## config.mk

```make
export PLATFORM = sky130hd
export DESIGN_NAME = mem_port_arbiter
export DESIGN_NICKNAME = d
export VERILOG_FILES = /design/src/rtl/mem_port_arbiter.sv
export SDC_FILE = /design/constraint.sdc
export NUM_CORES = 1
export LEC_CHECK = 0
export CAP_MARGIN = 15
export CORE_AREA = 2 2 140 142
export CTS_CLUSTER_DIAMETER = 50
export DETAILED_ROUTE_END_ITERATION = 10
export DIE_AREA = 0 0 142 144
export PLACE_DENSITY = 0.71
export RECOVER_POWER = 50
export SLEW_MARGIN = 10
export SYNTH_ARGS = -nofsm -noshare
export SYNTH_HDL_FRONTEND = slang
export SYNTH_SLANG_ARGS = --single-unit
```

## constraint.sdc

```tcl
create_clock -name clk -period 4.99 [get_ports clk]
set_input_delay 0.7485 -clock clk [delete_from_list [all_inputs] [get_ports clk]]
set_output_delay 0.7485 -clock clk [all_outputs]
set_load 0.01 [all_outputs]
```

## src/rtl/mem_port_arbiter.sv

```systemverilog
// Round-robin arbiter sharing one MCB read/write port among NUM_REQ single-word requesters.
// Each grant is walked through write-FIFO push, command push and completion wait, then req_done pulses.
module mem_port_arbiter #(
  parameter int NUM_REQ = 3,
  parameter int TIMEOUT = 1023
) (
  input  logic                  clk,
  input  logic                  rst_n,
  input  logic                  calib_done,
  input  logic [NUM_REQ-1:0]    req,
  input  logic [NUM_REQ-1:0]    req_we,
  input  logic [NUM_REQ*30-1:0] req_addr,
  input  logic [NUM_REQ*32-1:0] req_wdata,
  input  logic [NUM_REQ*4-1:0]  req_mask,
  output logic [NUM_REQ-1:0]    req_done,
  output logic [31:0]           rd_data,
  output logic                  busy,
  output logic                  err,
  output logic                  mem_cmd_en,
  output logic [2:0]            mem_cmd_instr,
  output logic [5:0]            mem_cmd_bl,
  output logic [29:0]           mem_cmd_byte_addr,
  input  logic                  mem_cmd_full,
  output logic                  mem_wr_en,
  output logic [3:0]            mem_wr_mask,
  output logic [31:0]           mem_wr_data,
  input  logic                  mem_wr_full,
  input  logic                  mem_wr_empty,
  input  logic                  mem_wr_underrun,
  output logic                  mem_rd_en,
  input  logic [31:0]           mem_rd_data,
  input  logic                  mem_rd_empty,
  input  logic                  mem_rd_overflow
);

  localparam int DATA_W = 32;
  localparam int ADDR_W = 30;
  localparam int MASK_W = 4;
  localparam int IDX_W  = $clog2(NUM_REQ);
  localparam int TMO_W  = 10;
  localparam logic [TMO_W-1:0] TMO_LAST = TMO_W'(TIMEOUT - 1);
  localparam logic [ADDR_W-1:0] WORD_ALIGN = {{(ADDR_W-2){1'b1}}, 2'b00};

  typedef enum logic [2:0] {
    S_IDLE,
    S_WR_DATA,
    S_WR_CMD,
    S_WR_WAIT,
    S_RD_CMD,
    S_RD_WAIT,
    S_DONE
  } state_t;

  state_t              state;
  state_t              state_nxt;
  logic [IDX_W-1:0]    owner;
  logic [IDX_W-1:0]    rr_last;
  logic                post_done;
  logic [TMO_W-1:0]    tmo_cnt;
  logic                tmo_hit;
  logic                tmo_abort;
  logic [NUM_REQ-1:0]  elig;
  logic                gnt_vld;
  logic [IDX_W-1:0]    gnt_idx;
  logic                grant;
  logic [ADDR_W-1:0]   own_addr;
  logic [DATA_W-1:0]   own_wdata;
  logic [MASK_W-1:0]   own_mask;

  // Round-robin pick: first eligible requester after rr_last, wrapping.
  // The requester just served is masked for one IDLE cycle while it drops req.
  always_comb begin
    int j;
    j       = 0;
    elig    = req;
    gnt_vld = 1'b0;
    gnt_idx = '0;
    if (post_done) elig[owner] = 1'b0;
    for (int k = 1; k <= NUM_REQ; k++) begin
      j = int'(rr_last) + k;
      if (j >= NUM_REQ) j = j - NUM_REQ;
      if (!gnt_vld && elig[IDX_W'(j)]) begin
        gnt_vld = 1'b1;
        gnt_idx = IDX_W'(j);
      end
    end
  end

  assign grant   = (state == S_IDLE) && calib_done && gnt_vld;
  assign tmo_hit = (tmo_cnt == TMO_LAST);

  always_comb begin
    state_nxt     = state;
    tmo_abort     = 1'b0;
    mem_cmd_en    = 1'b0;
    mem_wr_en     = 1'b0;
    mem_rd_en     = 1'b0;
    mem_cmd_instr = 3'b000;
    case (state)
      S_IDLE: begin
        if (grant) state_nxt = req_we[gnt_idx] ? S_WR_DATA : S_RD_CMD;
      end
      S_WR_DATA: begin
        mem_wr_en = calib_done && !mem_wr_full;
        if (mem_wr_en) begin
          state_nxt = S_WR_CMD;
        end else if (tmo_hit) begin
          state_nxt = S_DONE;
          tmo_abort = 1'b1;
        end
      end
      S_WR_CMD: begin
        mem_cmd_en = calib_done && !mem_cmd_full;
        if (mem_cmd_en) begin
          state_nxt = S_WR_WAIT;
        end else if (tmo_hit) begin
          state_nxt = S_DONE;
          tmo_abort = 1'b1;
        end
      end
      S_WR_WAIT: begin
        if (mem_wr_empty) begin
          state_nxt = S_DONE;
        end else if (tmo_hit) begin
          state_nxt = S_DONE;
          tmo_abort = 1'b1;
        end
      end
      S_RD_CMD: begin
        mem_cmd_instr = 3'b001;
        mem_cmd_en    = calib_done && !mem_cmd_full;
        if (mem_cmd_en) begin
          state_nxt = S_RD_WAIT;
        end else if (tmo_hit) begin
          state_nxt = S_DONE;
          tmo_abort = 1'b1;
        end
      end
      S_RD_WAIT: begin
        mem_rd_en = calib_done && !mem_rd_empty;
        if (mem_rd_en) begin
          state_nxt = S_DONE;
        end else if (tmo_hit) begin
          state_nxt = S_DONE;
          tmo_abort = 1'b1;
        end
      end
      S_DONE: begin
        state_nxt = S_IDLE;
      end
      default: begin
        state_nxt = S_IDLE;
      end
    endcase
  end

  always_ff @(posedge clk or negedge rst_n) begin
    if (!rst_n) begin
      state     <= S_IDLE;
      owner     <= '0;
      rr_last   <= IDX_W'(NUM_REQ - 1);
      post_done <= 1'b0;
      tmo_cnt   <= '0;
      err       <= 1'b0;
      rd_data   <= '0;
    end else begin
      state     <= state_nxt;
      post_done <= (state == S_DONE);
      if (state_nxt != state || state == S_IDLE || state == S_DONE) begin
        tmo_cnt <= '0;
      end else begin
        tmo_cnt <= tmo_cnt + TMO_W'(1);
      end
      if (tmo_abort || mem_wr_underrun || mem_rd_overflow) err <= 1'b1;
      if (grant) begin
        owner   <= gnt_idx;
        rr_last <= gnt_idx;
      end
      if (mem_rd_en) rd_data <= mem_rd_data;
    end
  end

  // Request payload is captured at grant; the owner may change its inputs afterwards.
  always_ff @(posedge clk) begin
    if (grant) begin
      own_addr  <= req_addr[int'(gnt_idx)*ADDR_W +: ADDR_W] & WORD_ALIGN;
      own_wdata <= req_wdata[int'(gnt_idx)*DATA_W +: DATA_W];
      own_mask  <= req_mask[int'(gnt_idx)*MASK_W +: MASK_W];
    end
  end

  always_comb begin
    req_done = '0;
    if (state == S_DONE) req_done[owner] = 1'b1;
  end

  assign busy              = (state != S_IDLE);
  assign mem_cmd_bl        = 6'd0;
  assign mem_cmd_byte_addr = (state == S_WR_CMD || state == S_RD_CMD) ? own_addr : '0;
  assign mem_wr_data       = (state == S_WR_DATA) ? own_wdata : '0;
  assign mem_wr_mask       = (state == S_WR_DATA) ? own_mask : '0;

endmodule

```

# ---- Word-level counts from Yosys, hierarchy flattened
# Cells that the tools add are included.
# Widths: inputs -> output; s select.
dict set report word_totals {
  word_cells 108
  input_bits 245
  ff_bits 115
  out_inout_bits 115
}
dict set report op_classes {
  shifts 3
  muxes 47
  eq_ne 8
  mul 1
  n_addsub 7
  magnitude_cmp 9
  reduce_logical 21
  bitwise 2
}
# operator count
set ops {}
lappend ops {{$shiftx 96x8->32} 1}
lappend ops {{$shiftx 90x8->30} 1}
lappend ops {{$mux 32} 1}
lappend ops {{$mux 3} 10}
lappend ops {{$mux 30} 1}
lappend ops {{$mux 1} 20}
lappend ops {{$pmux 3 s6} 1}
lappend ops {{$lt 2x4->1 const B} 3}
lappend ops {{$mux 2} 6}
lappend ops {{$shiftx 12x5->4} 1}
lappend ops {{$add 10x1->10 const B} 1}
lappend ops {{$eq 10x10->1 const B} 1}
lappend ops {{$mux 10} 1}
lappend ops {{$eq 3x3->1 const B} 3}
lappend ops {{$ge 3x2->1 const B} 3}
lappend ops {{$bmux 1 s2} 4}
lappend ops {{$logic_and 1x1->1} 8}
lappend ops {{$add 2x2->3 const B} 2}
lappend ops {{$eq 3x2->1 const B} 2}
lappend ops {{$lt 2x3->1 const B} 2}
lappend ops {{$mul 2x4->6 const B} 1}
lappend ops {{$sub 2x2->2 const B} 3}
lappend ops {{$logic_not 1->1} 5}
lappend ops {{$logic_or 1x1->1} 5}
lappend ops {{other kinds (12)} 12}

# ---- Longest topological paths before layout
# Gate-level depths: netlist (run 1).
dict set report depth {
  word_depth 26
  depth_mapped 11
  mapped_depth_nobuf 8
}

# ---- Least setup slack after synthesis (run 1)
# No wires, ideal clock.
dict set report synth_path {
  path_type {reg2reg}
  from {register owner[0]}
  to {register own_addr[10], enable pin}
  n_path_buf 1
  setup_ns 0.418
  period_less_slack_ns 3.156
  slack_ns 1.834
  path_stages_with_launch 9
  required_time_ns 4.572
  arrival_ns 2.738
  cell_sequence {dfrtp_1 > buf_2 > inv_1 > ha_1 > inv_1 > a31oi_1 > nand2_1 > o2111ai_1 > inv_1}
}
dict set report synth_via {
  elab_chain_len 18
  word_cells_on_any_way 25
  classes_between {order compare (2); mux (15); bitwise (2); reduce/logical (6)}
}
# element line
set synth_rtl {}
lappend synth_rtl {{from (decl)} 56} ;# logic [IDX_W-1:0] owner;
lappend synth_rtl {{from (signal assigned)} 176} ;# owner <= gnt_idx;
lappend synth_rtl {{$lt 2x3->1 (implied by the code) or $ge 2x1->1 (tied branches)} 78} ;# if (post_done) elig[owner] = 1'b0;
lappend synth_rtl {{$logic_and 1x1->1 (implied by the code)} 78}
lappend synth_rtl {{$mux 1 (implied by the code)} 78}
lappend synth_rtl {{$demux 1 s2 (*)} 78}
lappend synth_rtl {{$not 3->3 (no source line) (*)} --}
lappend synth_rtl {{$and 3x3->3 (no source line) (*)} --}
lappend synth_rtl {{$mux 3 (*)} 78}
lappend synth_rtl {{$bmux 1 s2} 82} ;# if (!gnt_vld && elig[IDX_W'(j)]) begin
lappend synth_rtl {{[3 not listed]} --}
lappend synth_rtl {{$logic_not 1->1} 82}
lappend synth_rtl {{$logic_and 1x1->1} 82}
lappend synth_rtl {{$mux 1} 82}
lappend synth_rtl {{$logic_not 1->1} 82}
lappend synth_rtl {{$logic_and 1x1->1} 82}
lappend synth_rtl {{$mux 1 (*)} 82}
lappend synth_rtl {{$logic_and 1x1->1 (*)} 89} ;# assign grant = (state == S_IDLE) && calib_done && gnt_vld;
lappend synth_rtl {{net grant} 65} ;# logic grant;
lappend synth_rtl {{to (signal assigned)} 186} ;# own_addr <= req_addr[int'(gnt_idx)*ADDR_W +: ADDR_W] & WORD_ALIGN;
lappend synth_rtl {{to (decl)} 66} ;# logic [ADDR_W-1:0] own_addr;
# Mark *: on every way through the listed nets, which the timed path passes. The rest lies on a longest branch. The select of a mux whose other input is x is not followed.
# A chain may end at the register's enable or synchronous reset.

# ---- Worst setup path in the final report (run 1)
dict set report layout_path {
  from {input calib_done}
  to {register tmo_cnt[3]}
}
dict set report layout_via {
  elab_chain_len 8
  word_cells_on_any_way 15
  classes_between {eq/ne (1); mux (7); reduce/logical (7)}
}
# element line
set layout_rtl {}
lappend layout_rtl {{from (decl)} 9} ;# input logic calib_done,
lappend layout_rtl {{$logic_and 1x1->1 (2 in series)} 89}
lappend layout_rtl {{$mux 3} 101} ;# if (grant) state_nxt = req_we[gnt_idx] ? S_WR_DATA : S_RD_CMD;
lappend layout_rtl {{$pmux 3 s6 (*)} 99} ;# case (state)
lappend layout_rtl {{$ne 3x3->1 (*)} 169} ;# if (state_nxt != state || state == S_IDLE || state == S_DONE) begin
lappend layout_rtl {{$logic_or 1x1->1 (*) (2 in series)} 169}
lappend layout_rtl {{$mux 10 (*)} 169}
lappend layout_rtl {{to (signal assigned)} 172} ;# tmo_cnt <= tmo_cnt + TMO_W'(1);
lappend layout_rtl {{to (decl)} 59} ;# logic [TMO_W-1:0] tmo_cnt;
# Mark *: on every way between the ends. The rest lies on a longest branch, timed or not.

==> run_results.csv, run 1 <==
group,metric,value,unit
synthesis,synthFlopType,"edfxtp_1",
clock_tree,hold_buffers,0,
synthesis,synth_xor_area_frac,0.01132,
drt,routedWlPerCell,17.36,um
synthesis,synth_edf_count,64,
synthesis,ys_types,51,
synthesis,synthAdderAreaFrac,0.01011,
placed_design,dpl.hpwl,15.07,mm
global_routing,grt_pass1_vias,5361,
synthesis,synth-simple-area-share,0.1562,
critical_path,r2r-end,"own_wdata[11]",
pwr,peakVddDrop,0.3668,mV
pwr,p_leak,4.037,nW
global_routing,groute.usage.overall,0.1916,
global_routing,grt_overflow,0,
critical_path,rr_worst_depth,8,
critical_path,rr_startpoint,"owner[0]",
clock_tree,cts.sinks,114,
floorplan,boundaryPins,360,
synthesis,synth_compound_area_frac,0.09014,
clock_tree,cts.clk_slew.worst_paths,60,ps
clock_tree,postCtsSetupBuffers,0,
critical_path,worstSetupPathType,"input port to flop",
floorplan,coreArea,19080,um^2
timing,finalSetupTns,0,ps
clock_tree,cts_buffer_depth,2,
drt,vias_per_cell,4.721,
critical_path,cp.required,5270,ps
drt,first_pass_iters,4,
timing,setup_viol,0,
global_routing,antenna_found_initial,1,
floorplan,dieWidth,142,um
clock_tree,cts_resized,0,
final_layout,final_util,0.5425,
clock_tree,clk_latency,410,ps
run,maxCapViolations,2,
synthesis,synthCells,574,
floorplan,dieArea,20450,um^2
critical_path,cp_max_fo,34,
drt,vias,5481,
floorplan,start_util,0.3245,
status,violations,"capacitance limit, slew limit",
floorplan,std_cell_rows,51,
final_layout,synthToLayoutAreaGrowth,67.20,%
drt,postRouteAntennaNets,0,
global_routing,grt_max_degree,95,
global_routing,grt_first_pass_wirelength,29.84,mm
placed_design,io_buffers,343,
placed_design,globalplace.congestion,0.7972,
critical_path,startpoint,"calib_done",
synthesis,async_flop_share,0.4386,
synthesis,synth_seq_cells,114,
timing,drv_slew,86,
pwr,pwr_density_cell,517.8,nW/um^2
drt,post-route-drc-count,0,
clock_tree,cts_tree,"done",
final_layout,finalNetCount,1159,
timing,post-route-period-util,0.7446,
timing,rsz0062_at_grt,"false",
final_layout,fillers,1680,
critical_path,start_kind,"input port",
final_layout,drive_above_1_share,0.08568,
timing,hold_violations,0,
timing,layout_min_cycle_time,3716,ps
critical_path,cp.arrival,4000,ps
timing,finClkSkew,8.049,ps
synthesis,synth.mux.area_fraction,0.1702,
clock_tree,ctsRootBufferMaster,"clkbuf_16",
synthesis,yosysWarnings,0,
clock_tree,cts_max_level,4,
critical_path,crit_path_end_kind,"flop",
synthesis,synth_top_family_by_area,"multiplexers",
synthesis,avgSynthCellArea,10.79,um^2
drt,wirelength,20.16,mm
clock_tree,cts_made_buffers,17,
timing,fmaxAchievable,0.2691,GHz
synthesis,syn-cell-area,6191,um^2
critical_path,crit_path_end,"tmo_cnt[3]",
timing,relSlewSlack,-0.8124,
status,run_status,"complete, but fails checks",
synthesis,ys_seq_area_frac,0.5127,
worst_hold_path,hold_path_class,"flop to flop",
critical_path,rrSetupSlack,1350,ps
timing,worst_pin_slew,2719,ps
drt,drtIter0Drc,217,
floorplan,die_y,144,um
==> flip-flops by register name, summed over array words and instances (netlist names) <==
signal / cells
post_done: 1
own_wdata: 32
err: 1
rr_last: 1
tmo_cnt: 10
owner: 2
own_mask: 4
state: 3
own_addr: 28
rd_data: 32
==> placed cells by master (no fill, tap or decap), types with 4 or more instances in the layout <==
cell type,n
a21oi_1,69
and2_1,67
buf_4,5
clkbuf_16,17
clkdlybuf4s50_1,301
conb_1,10
dfrtp_1,49
dlygate4sd3_1,41
edfxtp_1,64
ha_1,5
inv_1,13
inv_6,8
mux2_2,34
mux2i_1,67
nand2_1,10
nand2b_1,7
nand3_1,4
nand4_1,5
nor2_1,80
o21ai_0,4
xor2_1,6
==> layout make-up <==
| class | instances | area [um^2] | share of cell area |
|---|---|---|---|
| clock buffer | 17 | 425.4 | 0.04110 |
| antenna | 1 | 2.502 | 0.0002417 |
| clock inverter | 15 | 140.1 | 0.01354 |
| sequential | 114 | 3174 | 0.3067 |
| timing repair buffer | 352 | 3513 | 0.3394 |
| inverter | 14 | 52.55 | 0.005077 |
| tap | 238 | 297.8 | 0.02877 |
| multi-input combinational | 410 | 2745 | 0.2652 |
==> where the power goes <==
| part | internal [mW] | leakage [nW] | switching (mW) | total (mW) |
|---|---|---|---|---|
| clock | 0.696 | 0.285 | 0.477 | 1.17 |
| combinational | 1.29 | 2.54 | 1.30 | 2.59 |
| sequential | 1.45 | 1.21 | 0.147 | 1.60 |
==> Yosys cell counts, drive strengths merged, types with 2 or more instances <==
master   instances  area (um^2)
nand3            4        20.02
dfrtp           49         1226
inv             14        52.55
a21oi           69        356.6
nand3b           2        15.01
buf             21        158.9
xnor2            2        17.52
nand4            5        31.28
nor3             2        10.01
and2            69        431.7
mux2i           67        670.6
clkbuf          24        90.09
o311a            2        20.02
o22ai            2        12.51
o211ai           2        15.01
mux2            34        382.9
nand2           10        37.54
nor2            81        304.0
a31oi            3        18.77
nand2b           7        43.79
nor2b            3        18.77
xor2             6        52.55
nor4             3        18.77
a2111oi          2        17.52
o21ai            4        20.02
edfxtp          64         1922
ha               5        62.56
==> worst max-delay path, stage by stage <==
cell           delay, ps
dlygate4sd3_1        660
nand3b_1             160
nor2_1               260
clkbuf_1            1350
o22a_1               320
o21ai_0               80
nand2_1              310
nor2_1                90
==> routing by layer <==
layer / part of all wire / track usage / routed length, um
met1: 0.41 / 0.2350 / 8234
met2: 0.51 / 0.3252 / 10250
met3: 0.062 / 0.05265 / 1254
met4: 0.021 / 0.06737 / 414
met5: 0 / 0 / 0
==> worst min-delay path by stage <==
stage / startpoint / endpoint / slack [ps] / depth (start not counted)
3_5_place_dp: err / err / 460 / 1
6_report: err / err / 470 / 1
2_1_floorplan: rst_n / err / 450 / 0
4_1_cts: rst_n / owner[0] / 450 / 2
3_3_place_gp: err / err / 460 / 1
5_1_grt: err / err / 500 / 1
==> logic make-up after synthesis <==
| group | Yosys count |
|---|---|
| AOI/OAI and AO/OA | 95 |
| xor gates and xnor gates | 8 |
| adders and majority gates | 5 |
| buffers and inverters | 59 |
| DFF | 114 |
| muxes | 101 |
| other | 1 |
| and+or+nand+nor | 191 |
==> through the flow <==
| step | worst slack (ps) | instance area, um^2 | std cells | total power, mW | hold slack, ps |
|---|---|---|---|---|---|
| 2_1_floorplan | 1834 | 6225 | 583 | 3.069 | 452.9 |
| 3_3_place_gp | 1627 | 9808 | 1128 | 4.263 | 457.1 |
| 3_5_place_dp | 1609 | 9808 | 1128 | 4.301 | 463.8 |
| 4_1_cts | 1556 | 10370 | 1160 | 5.505 | 447.9 |
| 5_1_grt | 955.4 | 10350 | 1161 | 5.705 | 498.0 |
| 6_report | 1274 | 10350 | 1161 | 5.360 | 466.9 |
No activity file was read; power rests on OpenSTA's default activity.
==> run 2, diff against run 1 <==
--- a/config.mk
+++ b/config.mk
@@ -6,11 +6,11 @@
 export NUM_CORES = 1
 export LEC_CHECK = 0
 export CAP_MARGIN = 15
-export CORE_AREA = 2 2 140 142
+export CORE_AREA = 2 2 141 143
 export CTS_CLUSTER_DIAMETER = 50
 export DETAILED_ROUTE_END_ITERATION = 10
-export DIE_AREA = 0 0 142 144
-export PLACE_DENSITY = 0.71
+export DIE_AREA = 0 0 143 145
+export PLACE_DENSITY = 0.7
 export RECOVER_POWER = 50
 export SLEW_MARGIN = 10
 export SYNTH_ARGS = -nofsm -noshare
==> constraint.sdc (replaced) <==
create_clock -name clk -period 3.58 [get_ports clk]
set_input_delay 0.537 -clock clk [delete_from_list [all_inputs] [get_ports clk]]
set_output_delay 0.537 -clock clk [all_outputs]
set_load 0.01 [all_outputs]
==> run_results.csv, run 2 (same netlist as run 1, synthesis figures left out) <==
group,metric,value,unit
placed_design,io_buffers,343,
final_layout,antenna_cells,0,
drt,vias,5426,
critical_path,cp_max_fo,26,
drt,routedWlPerCell,16.90,um
global_routing,antenna_found_initial,2,
critical_path,cp.required,3040,ps
critical_path,path_cells,"nand2b_1 -> a21oi_2 -> buf_4 -> and2_1 -> clkdlybuf4s50_1",
floorplan,coreArea,19210,um^2
drt,wl_met1,7.764,mm
drt,highest-signal-layer,"met5",
pwr,pwr_density_cell,730.7,nW/um^2
critical_path,cp.arrival,2620,ps
placed_design,dpl.hpwl,15.23,mm
drt,vias_per_cell,4.552,
placed_design,globalplace.congestion,0.8223,
run,maxCapViolations,1,
floorplan,dieArea,20740,um^2
drt,first_pass_iters,4,
clock_tree,cts_tree,"done",
timing,layout_min_cycle_time,3160,ps
final_layout,layout_common_cells,"301 x clkdlybuf4s50_1, 80 x nor2_1, 68 x and2_1, 67 x mux2i_1, 67 x a21oi_1",
clock_tree,cts_resized,0,
clock_tree,cts.sinks,114,
drt,wirelength,20.14,mm
global_routing,grt_pass1_vias,5586,
global_routing,grt_first_pass_wirelength,30.53,mm
clock_tree,hold_buffers,0,
global_routing,grt_overflow,0,
critical_path,slowest_delay,600,ps
timing,finClkSkew,7.852,ps
drt,wl_met2,10.30,mm
global_routing,grt_max_degree,70,
final_layout,finalNetCount,1164,
pwr,p_leak,4.077,nW
clock_tree,postCtsSetupBuffers,0,
timing,finalSetupTns,0,ps
timing,post-route-period-util,0.8827,
drt,postRouteAntennaNets,0,
drt,routed-wl-met3,1.443,mm
clock_tree,cts_made_buffers,17,
worst_hold_path,hold_path_class,"input port to async pin",
critical_path,crit_path_end_kind,"output port",
floorplan,die_y,145,um
timing,hold_violations,0,
final_layout,largestRegisters,"own_wdata x32, rd_data x32, own_addr x28",
timing,worst_pin_slew,1815,ps
final_layout,synthToLayoutAreaGrowth,69.52,%
timing,drv_slew,34,
pwr,peakVddDrop,0.4168,mV
floorplan,std_cell_rows,51,
final_layout,drive_above_1_share,0.09061,
floorplan,boundaryPins,360,
global_routing,groute.usage.overall,0.1947,
clock_tree,cts_max_level,4,
critical_path,start_kind,"flop",
floorplan,dieWidth,143,um
clock_tree,clk_latency,420,ps
timing,fin_ws,419.9,ps
timing,relSlewSlack,-0.2099,
final_layout,final_common_cell,"clkdlybuf4s50_1",
status,violations,"capacitance limit, slew limit",
critical_path,path_buf_inv,2,
timing,rsz0062_at_grt,"false",
drt,drtIter0Drc,149,
critical_path,crit_path_top_delay_cell,"clkdlybuf4s50_1",
timing,fmaxAchievable,0.3164,GHz
timing,setup_viol,0,
critical_path,worstSetupPathType,"flop to output port",
drt,post-route-drc-count,0,
status,run_status,"complete, but fails checks",
clock_tree,cts.clk_slew.worst_paths,60,ps
placed_design,dp_slack,498.6,ps
clock_tree,ctsRootBufferMaster,"clkbuf_16",
critical_path,cp_top_family,"buffers and inverters",
clock_tree,cts_buffer_depth,2,
floorplan,start_util,0.3223,
run 2: cell count changes in the layout (fill, tap and decap cells not counted), sizes merged:
cell      delta
diode        -1
clkbuf       +7
clkinv       +1
inv          -6
buf          +2
clkinvlp     +1
run 2: path summary, 6_finish.rpt:
path / endpoint / from / cells after the start / slack, ps
setup / recovery: mem_cmd_byte_addr[14] / state[2] / 5 / 420
hold / removal: owner[1] / rst_n / 1 / 270
setup reg to reg: own_addr[14] / owner[0] / 9 / 470
hold reg to reg: err / err / 1 / 470
max in group asynchronous: rd_data[1] / rst_n / 2 / 1110
min in group clk: err / err / 1 / 470
run 2: metal layers:
metal,vias to the layer above,track usage
met2,206,0.3400
li1,2689,-
met1,2489,0.2149
met3,40,0.06205
met5,-,0
met4,2,0.08416
run 2: layout make-up:
type / count / area, um^2
fill: 1712 / 8712
timing repair buffer: 357 / 3543
sequential: 114 / 3174
multi-input combinational: 410 / 2760
clock buffer: 21 / 525.5
tap: 265 / 331.6
clock inverter: 11 / 107.6
inverter: 14 / 52.55
run 2: where the power goes:
| part | total, mW | switching (mW) | internal, mW |
|---|---|---|---|
| Sequential | 2.23 | 0.206 | 2.02 |
| Combinational | 3.66 | 1.83 | 1.82 |
| Clock | 1.78 | 0.653 | 1.13 |
| Total | 7.67 | 2.69 | 4.98 |
run 2: worst register-to-register path, stage by stage (launching register included):
cell and delay (ps):
dfrtp_1 520, inv_1 180, ha_1 370, inv_1 80, a31oi_1 260, nand4_1 230, a21oi_4 490, buf_4 350
mux2i_1 250, a21oi_1 90
run 2: metrics by stage:
| stage | instance area (um^2) | util | total power [mW] | instances | hold WS [ps] |
|---|---|---|---|---|---|
| final | 10500 | 0.5464 | 7.669 | 1192 | 267.1 |
| after CTS | 10510 | 0.5473 | 7.868 | 1192 | 48.81 |
| after detailed placement | 9879 | 0.5144 | 6.042 | 1160 | 463.8 |
| after global placement | 9879 | 0.5144 | 6.000 | 1160 | 463.3 |
| after floorplan | 6225 | - | 4.278 | 583 | 241.4 |
| after global routing | 10500 | 0.5464 | 8.159 | 1192 | 334.2 |
